<file path="src/rtl/mem_arbiter.sv">
// Request arbiter for the byte-serial memory engine: fixed priority store > load > fetch,
// a starvation override for fetch, and rollback cancellation of speculative reads.
module mem_arbiter #(
  parameter int STARVE_LIMIT = 8
) (
  input  logic        clk,
  input  logic        rst,
  input  logic        rdy,
  input  logic        rollback,
  input  logic        io_buffer_full,

  input  logic        if_req,
  input  logic [31:0] if_addr,
  output logic        if_grant,
  output logic        if_done,
  output logic [31:0] if_data,

  input  logic        ld_req,
  input  logic [31:0] ld_addr,
  input  logic [1:0]  ld_size,
  input  logic        ld_signed,
  output logic        ld_grant,
  output logic        ld_done,
  output logic [31:0] ld_data,

  input  logic        st_req,
  input  logic [31:0] st_addr,
  input  logic [31:0] st_data,
  input  logic [1:0]  st_size,
  output logic        st_grant,
  output logic        st_done,

  output logic        eng_valid,
  output logic        eng_write,
  output logic [31:0] eng_addr,
  output logic [31:0] eng_wdata,
  output logic [1:0]  eng_size,
  output logic        eng_signed,
  input  logic        eng_ack,
  input  logic        eng_done,
  input  logic [31:0] eng_rdata
);

  typedef enum logic [1:0] {
    S_IDLE,
    S_ISSUE,
    S_WAIT
  } state_t;

  typedef enum logic [1:0] {
    OWN_NONE,
    OWN_FETCH,
    OWN_LOAD,
    OWN_STORE
  } owner_t;

  localparam logic [4:0] LIMIT = 5'(STARVE_LIMIT);

  state_t      r_state;
  state_t      w_state_nxt;
  owner_t      r_owner;
  owner_t      w_owner_nxt;
  logic [3:0]  r_starve;
  logic [3:0]  w_starve_nxt;

  logic        r_if_grant,   w_if_grant_nxt;
  logic        r_ld_grant,   w_ld_grant_nxt;
  logic        r_st_grant,   w_st_grant_nxt;
  logic        r_if_done,    w_if_done_nxt;
  logic        r_ld_done,    w_ld_done_nxt;
  logic        r_st_done,    w_st_done_nxt;
  logic [31:0] r_if_data,    w_if_data_nxt;
  logic [31:0] r_ld_data,    w_ld_data_nxt;

  logic        r_eng_valid,  w_eng_valid_nxt;
  logic        r_eng_write,  w_eng_write_nxt;
  logic [31:0] r_eng_addr,   w_eng_addr_nxt;
  logic [31:0] r_eng_wdata,  w_eng_wdata_nxt;
  logic [1:0]  r_eng_size,   w_eng_size_nxt;
  logic        r_eng_signed, w_eng_signed_nxt;

  logic        w_io_block;
  logic        w_starved;
  logic        w_arb_en;
  logic        w_gnt_st;
  logic        w_gnt_ld;
  logic        w_gnt_if;
  logic        w_spec_owner;
  logic        w_abort;
  logic        w_complete;

  // A store to the UART window stalls all arbitration so nothing overtakes it.
  assign w_io_block = st_req && (st_addr[17:16] == 2'b11) && io_buffer_full;
  assign w_starved  = ({1'b0, r_starve} >= LIMIT);
  assign w_arb_en   = (r_state == S_IDLE) && !rollback && !w_io_block;

  assign w_gnt_st = w_arb_en && st_req;
  assign w_gnt_if = w_arb_en && !st_req && if_req && (w_starved || !ld_req);
  assign w_gnt_ld = w_arb_en && !st_req && ld_req && !(if_req && w_starved);

  // Reads are speculative and die on rollback; committed stores always finish.
  assign w_spec_owner = (r_owner == OWN_LOAD) || (r_owner == OWN_FETCH);
  assign w_abort      = (r_state != S_IDLE) && rollback && w_spec_owner;
  assign w_complete   = !w_abort &&
                        (((r_state == S_WAIT) && eng_done) ||
                         ((r_state == S_ISSUE) && eng_ack && eng_done));

  always_comb begin
    w_starve_nxt = r_starve;
    if ((r_state == S_IDLE) && rollback) begin
      w_starve_nxt = 4'd0;
    end else if (!if_req || w_gnt_if) begin
      w_starve_nxt = 4'd0;
    end else if ((w_gnt_st || w_gnt_ld) && (r_starve != 4'hF)) begin
      w_starve_nxt = r_starve + 4'd1;
    end
  end

  always_comb begin
    w_state_nxt      = r_state;
    w_owner_nxt      = r_owner;
    w_if_grant_nxt   = 1'b0;
    w_ld_grant_nxt   = 1'b0;
    w_st_grant_nxt   = 1'b0;
    w_if_done_nxt    = 1'b0;
    w_ld_done_nxt    = 1'b0;
    w_st_done_nxt    = 1'b0;
    w_if_data_nxt    = r_if_data;
    w_ld_data_nxt    = r_ld_data;
    w_eng_valid_nxt  = r_eng_valid;
    w_eng_write_nxt  = r_eng_write;
    w_eng_addr_nxt   = r_eng_addr;
    w_eng_wdata_nxt  = r_eng_wdata;
    w_eng_size_nxt   = r_eng_size;
    w_eng_signed_nxt = r_eng_signed;

    unique case (r_state)
      S_IDLE: begin
        if (w_gnt_st) begin
          w_st_grant_nxt   = 1'b1;
          w_owner_nxt      = OWN_STORE;
          w_state_nxt      = S_ISSUE;
          w_eng_valid_nxt  = 1'b1;
          w_eng_write_nxt  = 1'b1;
          w_eng_addr_nxt   = st_addr;
          w_eng_wdata_nxt  = st_data;
          w_eng_size_nxt   = st_size;
          w_eng_signed_nxt = 1'b0;
        end else if (w_gnt_if) begin
          w_if_grant_nxt   = 1'b1;
          w_owner_nxt      = OWN_FETCH;
          w_state_nxt      = S_ISSUE;
          w_eng_valid_nxt  = 1'b1;
          w_eng_write_nxt  = 1'b0;
          w_eng_addr_nxt   = if_addr;
          w_eng_wdata_nxt  = 32'd0;
          w_eng_size_nxt   = 2'd2;
          w_eng_signed_nxt = 1'b0;
        end else if (w_gnt_ld) begin
          w_ld_grant_nxt   = 1'b1;
          w_owner_nxt      = OWN_LOAD;
          w_state_nxt      = S_ISSUE;
          w_eng_valid_nxt  = 1'b1;
          w_eng_write_nxt  = 1'b0;
          w_eng_addr_nxt   = ld_addr;
          w_eng_wdata_nxt  = 32'd0;
          w_eng_size_nxt   = ld_size;
          w_eng_signed_nxt = ld_signed;
        end
      end

      S_ISSUE: begin
        if (w_abort) begin
          w_state_nxt     = S_IDLE;
          w_owner_nxt     = OWN_NONE;
          w_eng_valid_nxt = 1'b0;
        end else if (eng_ack) begin
          w_eng_valid_nxt = 1'b0;
          w_state_nxt     = eng_done ? S_IDLE : S_WAIT;
        end
      end

      S_WAIT: begin
        if (w_abort) begin
          w_state_nxt = S_IDLE;
          w_owner_nxt = OWN_NONE;
        end else if (eng_done) begin
          w_state_nxt = S_IDLE;
        end
      end

      default: begin
        w_state_nxt     = S_IDLE;
        w_owner_nxt     = OWN_NONE;
        w_eng_valid_nxt = 1'b0;
      end
    endcase

    if (w_complete) begin
      w_owner_nxt = OWN_NONE;
      unique case (r_owner)
        OWN_FETCH: begin
          w_if_done_nxt = 1'b1;
          w_if_data_nxt = eng_rdata;
        end
        OWN_LOAD: begin
          w_ld_done_nxt = 1'b1;
          w_ld_data_nxt = eng_rdata;
        end
        OWN_STORE: w_st_done_nxt = 1'b1;
        default:   w_owner_nxt   = OWN_NONE;
      endcase
    end
  end

  // rdy low freezes everything, including a pulse that is currently high.
  always_ff @(posedge clk) begin
    if (rst) begin
      r_state      <= S_IDLE;
      r_owner      <= OWN_NONE;
      r_starve     <= 4'd0;
      r_if_grant   <= 1'b0;
      r_ld_grant   <= 1'b0;
      r_st_grant   <= 1'b0;
      r_if_done    <= 1'b0;
      r_ld_done    <= 1'b0;
      r_st_done    <= 1'b0;
      r_if_data    <= 32'd0;
      r_ld_data    <= 32'd0;
      r_eng_valid  <= 1'b0;
      r_eng_write  <= 1'b0;
      r_eng_addr   <= 32'd0;
      r_eng_wdata  <= 32'd0;
      r_eng_size   <= 2'd0;
      r_eng_signed <= 1'b0;
    end else if (rdy) begin
      r_state      <= w_state_nxt;
      r_owner      <= w_owner_nxt;
      r_starve     <= w_starve_nxt;
      r_if_grant   <= w_if_grant_nxt;
      r_ld_grant   <= w_ld_grant_nxt;
      r_st_grant   <= w_st_grant_nxt;
      r_if_done    <= w_if_done_nxt;
      r_ld_done    <= w_ld_done_nxt;
      r_st_done    <= w_st_done_nxt;
      r_if_data    <= w_if_data_nxt;
      r_ld_data    <= w_ld_data_nxt;
      r_eng_valid  <= w_eng_valid_nxt;
      r_eng_write  <= w_eng_write_nxt;
      r_eng_addr   <= w_eng_addr_nxt;
      r_eng_wdata  <= w_eng_wdata_nxt;
      r_eng_size   <= w_eng_size_nxt;
      r_eng_signed <= w_eng_signed_nxt;
    end
  end

  assign if_grant   = r_if_grant;
  assign ld_grant   = r_ld_grant;
  assign st_grant   = r_st_grant;
  assign if_done    = r_if_done;
  assign ld_done    = r_ld_done;
  assign st_done    = r_st_done;
  assign if_data    = r_if_data;
  assign ld_data    = r_ld_data;
  assign eng_valid  = r_eng_valid;
  assign eng_write  = r_eng_write;
  assign eng_addr   = r_eng_addr;
  assign eng_wdata  = r_eng_wdata;
  assign eng_size   = r_eng_size;
  assign eng_signed = r_eng_signed;

endmodule

</file>
<file path="config.mk">
export PLATFORM = sky130hd
export DESIGN_NAME = mem_arbiter
export DESIGN_NICKNAME = d
export VERILOG_FILES = /design/src/rtl/mem_arbiter.sv
export SDC_FILE = /design/constraint.sdc
export NUM_CORES = 1
export LEC_CHECK = 0
export ABC_AREA = 0
export BUFFER_PORTS_ARGS = -buffer_cell sky130_fd_sc_hd__buf_2
export CAP_MARGIN = 20
export CORE_ASPECT_RATIO = 0.8
export CORE_MARGIN = 1.5
export CORE_UTILIZATION = 45
export CTS_BUF_LIST = sky130_fd_sc_hd__clkbuf_16
export CTS_CLUSTER_DIAMETER = 80
export DETAILED_ROUTE_END_ITERATION = 7
export GPL_ROUTABILITY_DRIVEN = 0
export GPL_TIMING_DRIVEN = 0
export PLACE_DENSITY = 0.77
export SYNTH_ARGS = -nofsm -noshare
export SYNTH_HDL_FRONTEND = slang
export SYNTH_SLANG_ARGS = --single-unit
</file>
<file path="constraint.sdc">
create_clock -name clk -period 3.1 [get_ports clk]
set_clock_uncertainty 0.05 [all_clocks]
set_input_delay 0.93 -clock clk [delete_from_list [all_inputs] [get_ports clk]]
set_output_delay 0.93 -clock clk [all_outputs]
set_load 0.01 [all_outputs]
</file>
After elaboration in Yosys (flattened, before gate mapping):

Index checks and enable logic that the tools add are counted.

* bits of input ports: 175
* logic and storage cells: 129
* memories kept: 0
* bits in writable memories: 0
* ROM bits: 0
* bits in registers: 147
* bits in latches: 0
* output and inout bits: 139

* shift operators: 0
* eq/ne operators: 12
* divide/modulo/power cells: 0
* $mul: 0
* reduce and logical (&&, ||, !) cells: 43
* multiplexer cells: 54
* $add $sub $neg: 1
* $lt $le $gt $ge: 1
* bitwise logic cells: 1

Operators by type and width (count)
* two-way mux 32 bit: 6
* two-way mux 2 bit: 16
* two-way mux 1 bit: 26
* logical AND 1 bit: 19
* two-way mux 4 bit: 3
* AND reduction 3 bit: 4
* == test 2 bit, second input constant: 4
* inequality test 4 bit, second input constant: 2
* AND reduction 4 bit: 2
* logical NOT 1 bit: 7
* inequality test 3 bit, second input constant: 2
* case mux 2 bit (3 select lines): 1
* nonzero test 3 bit: 2
* logical OR 1 bit: 5
* inequality test 5 bit, second input constant: 1
* adder 4 x 1 -> 4 bit, second input constant: 1
* == test 2 x 1 -> 1 bit, second input constant: 2
* greater-or-equal comparator 4 bit, second input constant: 1
* case mux 2 bit (2 select lines): 1
* inequality test 3 x 1 -> 1 bit, second input constant: 1
* case mux 1 bit (3 select lines): 1
* logical NOT 2 bit: 1
* AND reduction 2 bit: 1
* nonzero test 2 bit: 1
* other kinds (2): 2

Depth between registers and ports, before layout:

* depth after elaboration: 13
* gate-level depth with buffers: 9
* depth with buffers taken out: 6

Least setup slack after synthesis:

Ideal clock, no wire load.

* path type: input to register
* start point: input st_req
* end point: register r_eng_addr[3] (netlist: eng_addr[3])
* stages on the path: 6
* buffers on the path: 2
* setup slack: 0.613 ns
* library setup time: 0.129 ns
* arrival: 2.309 ns
* required time: 2.921 ns
* path through: or3b_4 o32a_1 buf_6 clkbuf_1 a221oi_1 a211oi_1

* cells in the longest elaborated chain, start to end: 9
* elaborated cells on any way between the ends: 15
* classes of those cells: mux: 2; reduce/logical: 13

RTL lines
* start: declaration: RTL line 26 `input logic st_req,`
* logical AND 1 bit (2 in series): RTL line 93 `assign w_io_block = st_req && (st_addr[17:16] == 2'b11) && io_buffer_full;`
* logical NOT 1 bit: RTL line 95 `assign w_arb_en = (r_state == S_IDLE) && !rollback && !w_io_block;`
* logical AND 1 bit: RTL line 95
* logical AND 1 bit: RTL line 98, 99
* logical AND 1 bit, on equally long branches (2 in series): RTL line 99, 98
* nonzero test 3 bit (no line) or two-way mux 32 bit (tied branches)
* AND reduction 3 bit (no line) or two-way mux 32 bit (tied branches)
* end signal: assignment: RTL line 250 `r_eng_addr <= w_eng_addr_nxt;`
* end: declaration: RTL line 77 `logic [31:0] r_eng_addr, w_eng_addr_nxt;`

Parallel ways exist; a longest one is shown, timed or not.
A chain may end at the register's enable or synchronous reset.

Worst setup path in the final report:

* start point: register r_state[0]
* end point: register r_eng_addr[19] (netlist: eng_addr[19])

* cells in the longest elaborated chain, start to end: 8
* elaborated cells on any way between the ends: 13
* classes of those cells: mux: 2; reduce/logical: 11

RTL lines
* start: declaration: RTL line 59 `state_t r_state;`
* start signal: assignment: RTL line 237 `r_state <= w_state_nxt;`
* logical NOT 2 bit *: RTL line 95, 137
* logical AND 1 bit (2 in series): RTL line 95
* logical AND 1 bit: RTL line 98, 99
* logical AND 1 bit, on equally long branches (2 in series): RTL line 99, 98
* nonzero test 3 bit (no line) or two-way mux 32 bit (tied branches)
* AND reduction 3 bit (no line) or two-way mux 32 bit (tied branches)

Every way passes the cells marked *; elsewhere a longest branch is shown, timed or not.

==> results.cfg <==
[cells_and_area]
final_cell_mix = buf_2 (326), dfxtp_1 (147), nand2b_1 (136), mux2i_1 (99), nand2_1 (43)
syn_to_final_growth_pct = 34.48
drive_gt1_share_pct = 34.03
layout_commonest_cell = buf_2
fin_nets = 1264

[synthesis]
syn_inst = 749
syn-mean-instance-area_um2 = 9.428
syn_nets = 933
synth_edf_count = 0
synthArstFlopShare_pct = 0
synth_area_um2 = 7062
ys_types = 49
yosysSeqAreaShare_pct = 41.67
yosys_most_used_dff = dfxtp_1
synth-warning-count = 0
ys_ff_latch = 147

[detailed_routing]
dr_wl_met2_mm = 9.666
drt-met1-wl_mm = 9.461
routed_wl_mm = 21.22
wire_per_inst_um = 16.27
drc_errors = 0
drtIter0Drc = 437
route.met3.wl_mm = 1.613
antenna_left = 0
top_layer = met4
vias = 6844
via_per_inst = 5.248
drt_pass1_iterations = 5

[timing]
worstMarginPinSlew_ns = 0.7897
timing.fmax_ghz = 0.3765
maxSlewViolCount = 0
slew_headroom_pct = 46.68
timing.final.crit_share_pct = 85.69
finalHoldViolations = 0
setup_ws_ns = 0.4436
finalSetupTns_ns = 0
rsz0062_at_grt = no
setup_violations = 0
post-route-min-period_ns = 2.656

[outcome]
status = complete, no violations

[place]
dp_slack_ns = 0.1632
dp_hpwl_mm = 15.87
portBuffers = 312

[floorplan]
initial_core_util_pct = 46.57
dieArea_um2 = 16460
num_io_pins = 314
die_h_um = 115.0
rows = 40
die_w_um = 143.1
fp.coreArea_um2 = 15160

[clock_network]
numCtsBuffers = 17
root_buffer = clkbuf_16
cts_sinks = 147
clkLatencyLatePin_ns = 0.42
cts_setup_buffers = 0
cts_tree = done
cts_max_path_buffers = 2
htree_num_levels = 4
cts.clk_slew.worst_paths_ns = 0.06
cts_hold_buffers = 0
cts_resized = 0

[critical_path]
setup.worst_path.class = reg2reg
cp.required_ns = 3.38
worst-path-max-fanout = 10
end_kind = register
cp.arrival_ns = 2.94
cp-start-kind = register

[power]
clkPwrFrac_pct = 43.8
pwr-share-seq_pct = 41.0
leakagePower_nw = 4.713
irDropWorstVdd_mv = 0.3965
switching_share_pct = 26.86
switching_power_mw = 1.305
internal_power_mw = 3.553
power_density_nw_per_um2 = 511.5
p_comb_share_pct = 15.2

[global_routing]
grtUsageTotal_pct = 25.43
grt_start_max_net_pins = 17
grt_pass1_wl_mm = 33.01
grt_pass1_vias = 6561
antenna_found_initial = 2
overflow = 0

[flow_run]
drv_cap = 0

[min_path]
hold_class = reg2reg
## metal layers
| layer | GRT usage [%] | vias to the layer above |
|---|---|---|
| met2 | 41.67 | 291 |
| met5 | 0 | - |
| met1 | 31.69 | 3169 |
| li1 | - | 3344 |
| met4 | 9.691 | 0 |
| met3 | 7.497 | 40 |
## worst paths after layout
| path | from | end | slack [ns] | cells past startpoint |
|---|---|---|---|---|
| max | r_state[0] | eng_addr[19] | 0.44 | 9 |
| min | st_done | st_done | 0.40 | 2 |
| max reg2reg | r_state[0] | eng_addr[19] | 0.44 | 9 |
| min reg2reg | st_done | st_done | 0.40 | 2 |
## Yosys cell counts, types with 2 or more instances
cell / instances / area (um^2)
a211oi_1: 32 / 240.2
a21oi_1: 8 / 40.04
a221oi_1: 33 / 289.0
a22oi_1: 2 / 15.01
a31oi_1: 2 / 12.51
a32o_1: 4 / 40.04
and3_1: 35 / 219.0
and3b_1: 2 / 17.52
buf_1: 2 / 7.510
buf_2: 14 / 70.07
buf_4: 3 / 22.52
buf_6: 4 / 45.04
clkbuf_1: 41 / 153.9
dfxtp_1: 147 / 2943
ha_1: 9 / 112.6
inv_1: 13 / 48.80
mux2i_1: 99 / 991.0
nand2_1: 43 / 161.4
nand2b_1: 136 / 850.8
nand3_1: 7 / 35.03
nor2_1: 8 / 30.03
nor2b_1: 6 / 37.54
nor3_1: 36 / 180.2
nor3b_1: 3 / 22.52
o21ai_0: 3 / 15.01
o21bai_1: 32 / 240.2
o311ai_0: 2 / 17.52
or4_1: 2 / 15.01
## power by group through the flow
stage	clock network, mW	logic, mW	registers (mW)
after floorplan	0	0.418	2.05
after global placement	0	0.720	2.03
after detailed placement	0	0.729	2.03
after CTS	2.16	0.735	1.99
after global routing	2.24	0.810	2.00
final	2.13	0.739	1.99
## area by class of cell
| cell class | instances | area (um^2) |
|---|---|---|
| inverters | 14 | 52.55 |
| well taps | 210 | 262.8 |
| plain buffers | 64 | 299.0 |
| clock buffers | 17 | 425.4 |
| flip-flops and latches | 147 | 2943 |
| repair buffers | 312 | 1562 |
| diodes | 1 | 2.502 |
| multi-input cells | 524 | 3767 |
| fillers | 1344 | 5668 |
| clock inverters | 15 | 182.7 |
## state kept, by name (all words and copies together) (netlist names)
register    count
r_starve        4
st_grant        1
r_owner         2
ld_grant        1
eng_valid       1
eng_wdata      32
if_done         1
r_state         2
ld_done         1
eng_addr       32
eng_signed      1
ld_data        32
if_data        32
eng_write       1
eng_size        2
if_grant        1
st_done         1
## cells by family (layout without fill, tap and decap cells)
kind of cell	count (synthesis)	count (layout)	share of synthesized area, %
AO/OA/AOI/OAI	129	129	14.28
flip-flops	147	147	41.67
adder cells (fa/ha/maj)	9	9	1.595
AND/OR/NAND/NOR	286	286	23.28
multiplexers	100	100	14.19
buffers and inverters	78	422	4.979
other	0	1	0
## metrics by stage
stage / util (%) / hold WS [ns] / power [mW] / cell area [um^2] / instances
final: 62.62 / 0.4008 / 4.858 / 9497 / 1304
after floorplan: - / 0.4186 / 2.468 / 7062 / 749
after global routing: 62.62 / 0.4221 / 5.050 / 9497 / 1304
after detailed placement: 58.60 / 0.3938 / 2.759 / 8886 / 1271
after global placement: 58.60 / 0.3885 / 2.747 / 8886 / 1271
after CTS: 62.61 / 0.4035 / 4.884 / 9494 / 1303
## critical path, cell delays in order (launching register included)
cell and delay (ns):
dfxtp_1 0.33, inv_1 0.11, ha_1 0.20, buf_2 0.21
nor3b_1 0.29, a32o_1 0.35, buf_2 0.29, buf_1 0.40
nor3_1 0.08, a211oi_1 0.24
(Power assumes the default switching activity.)
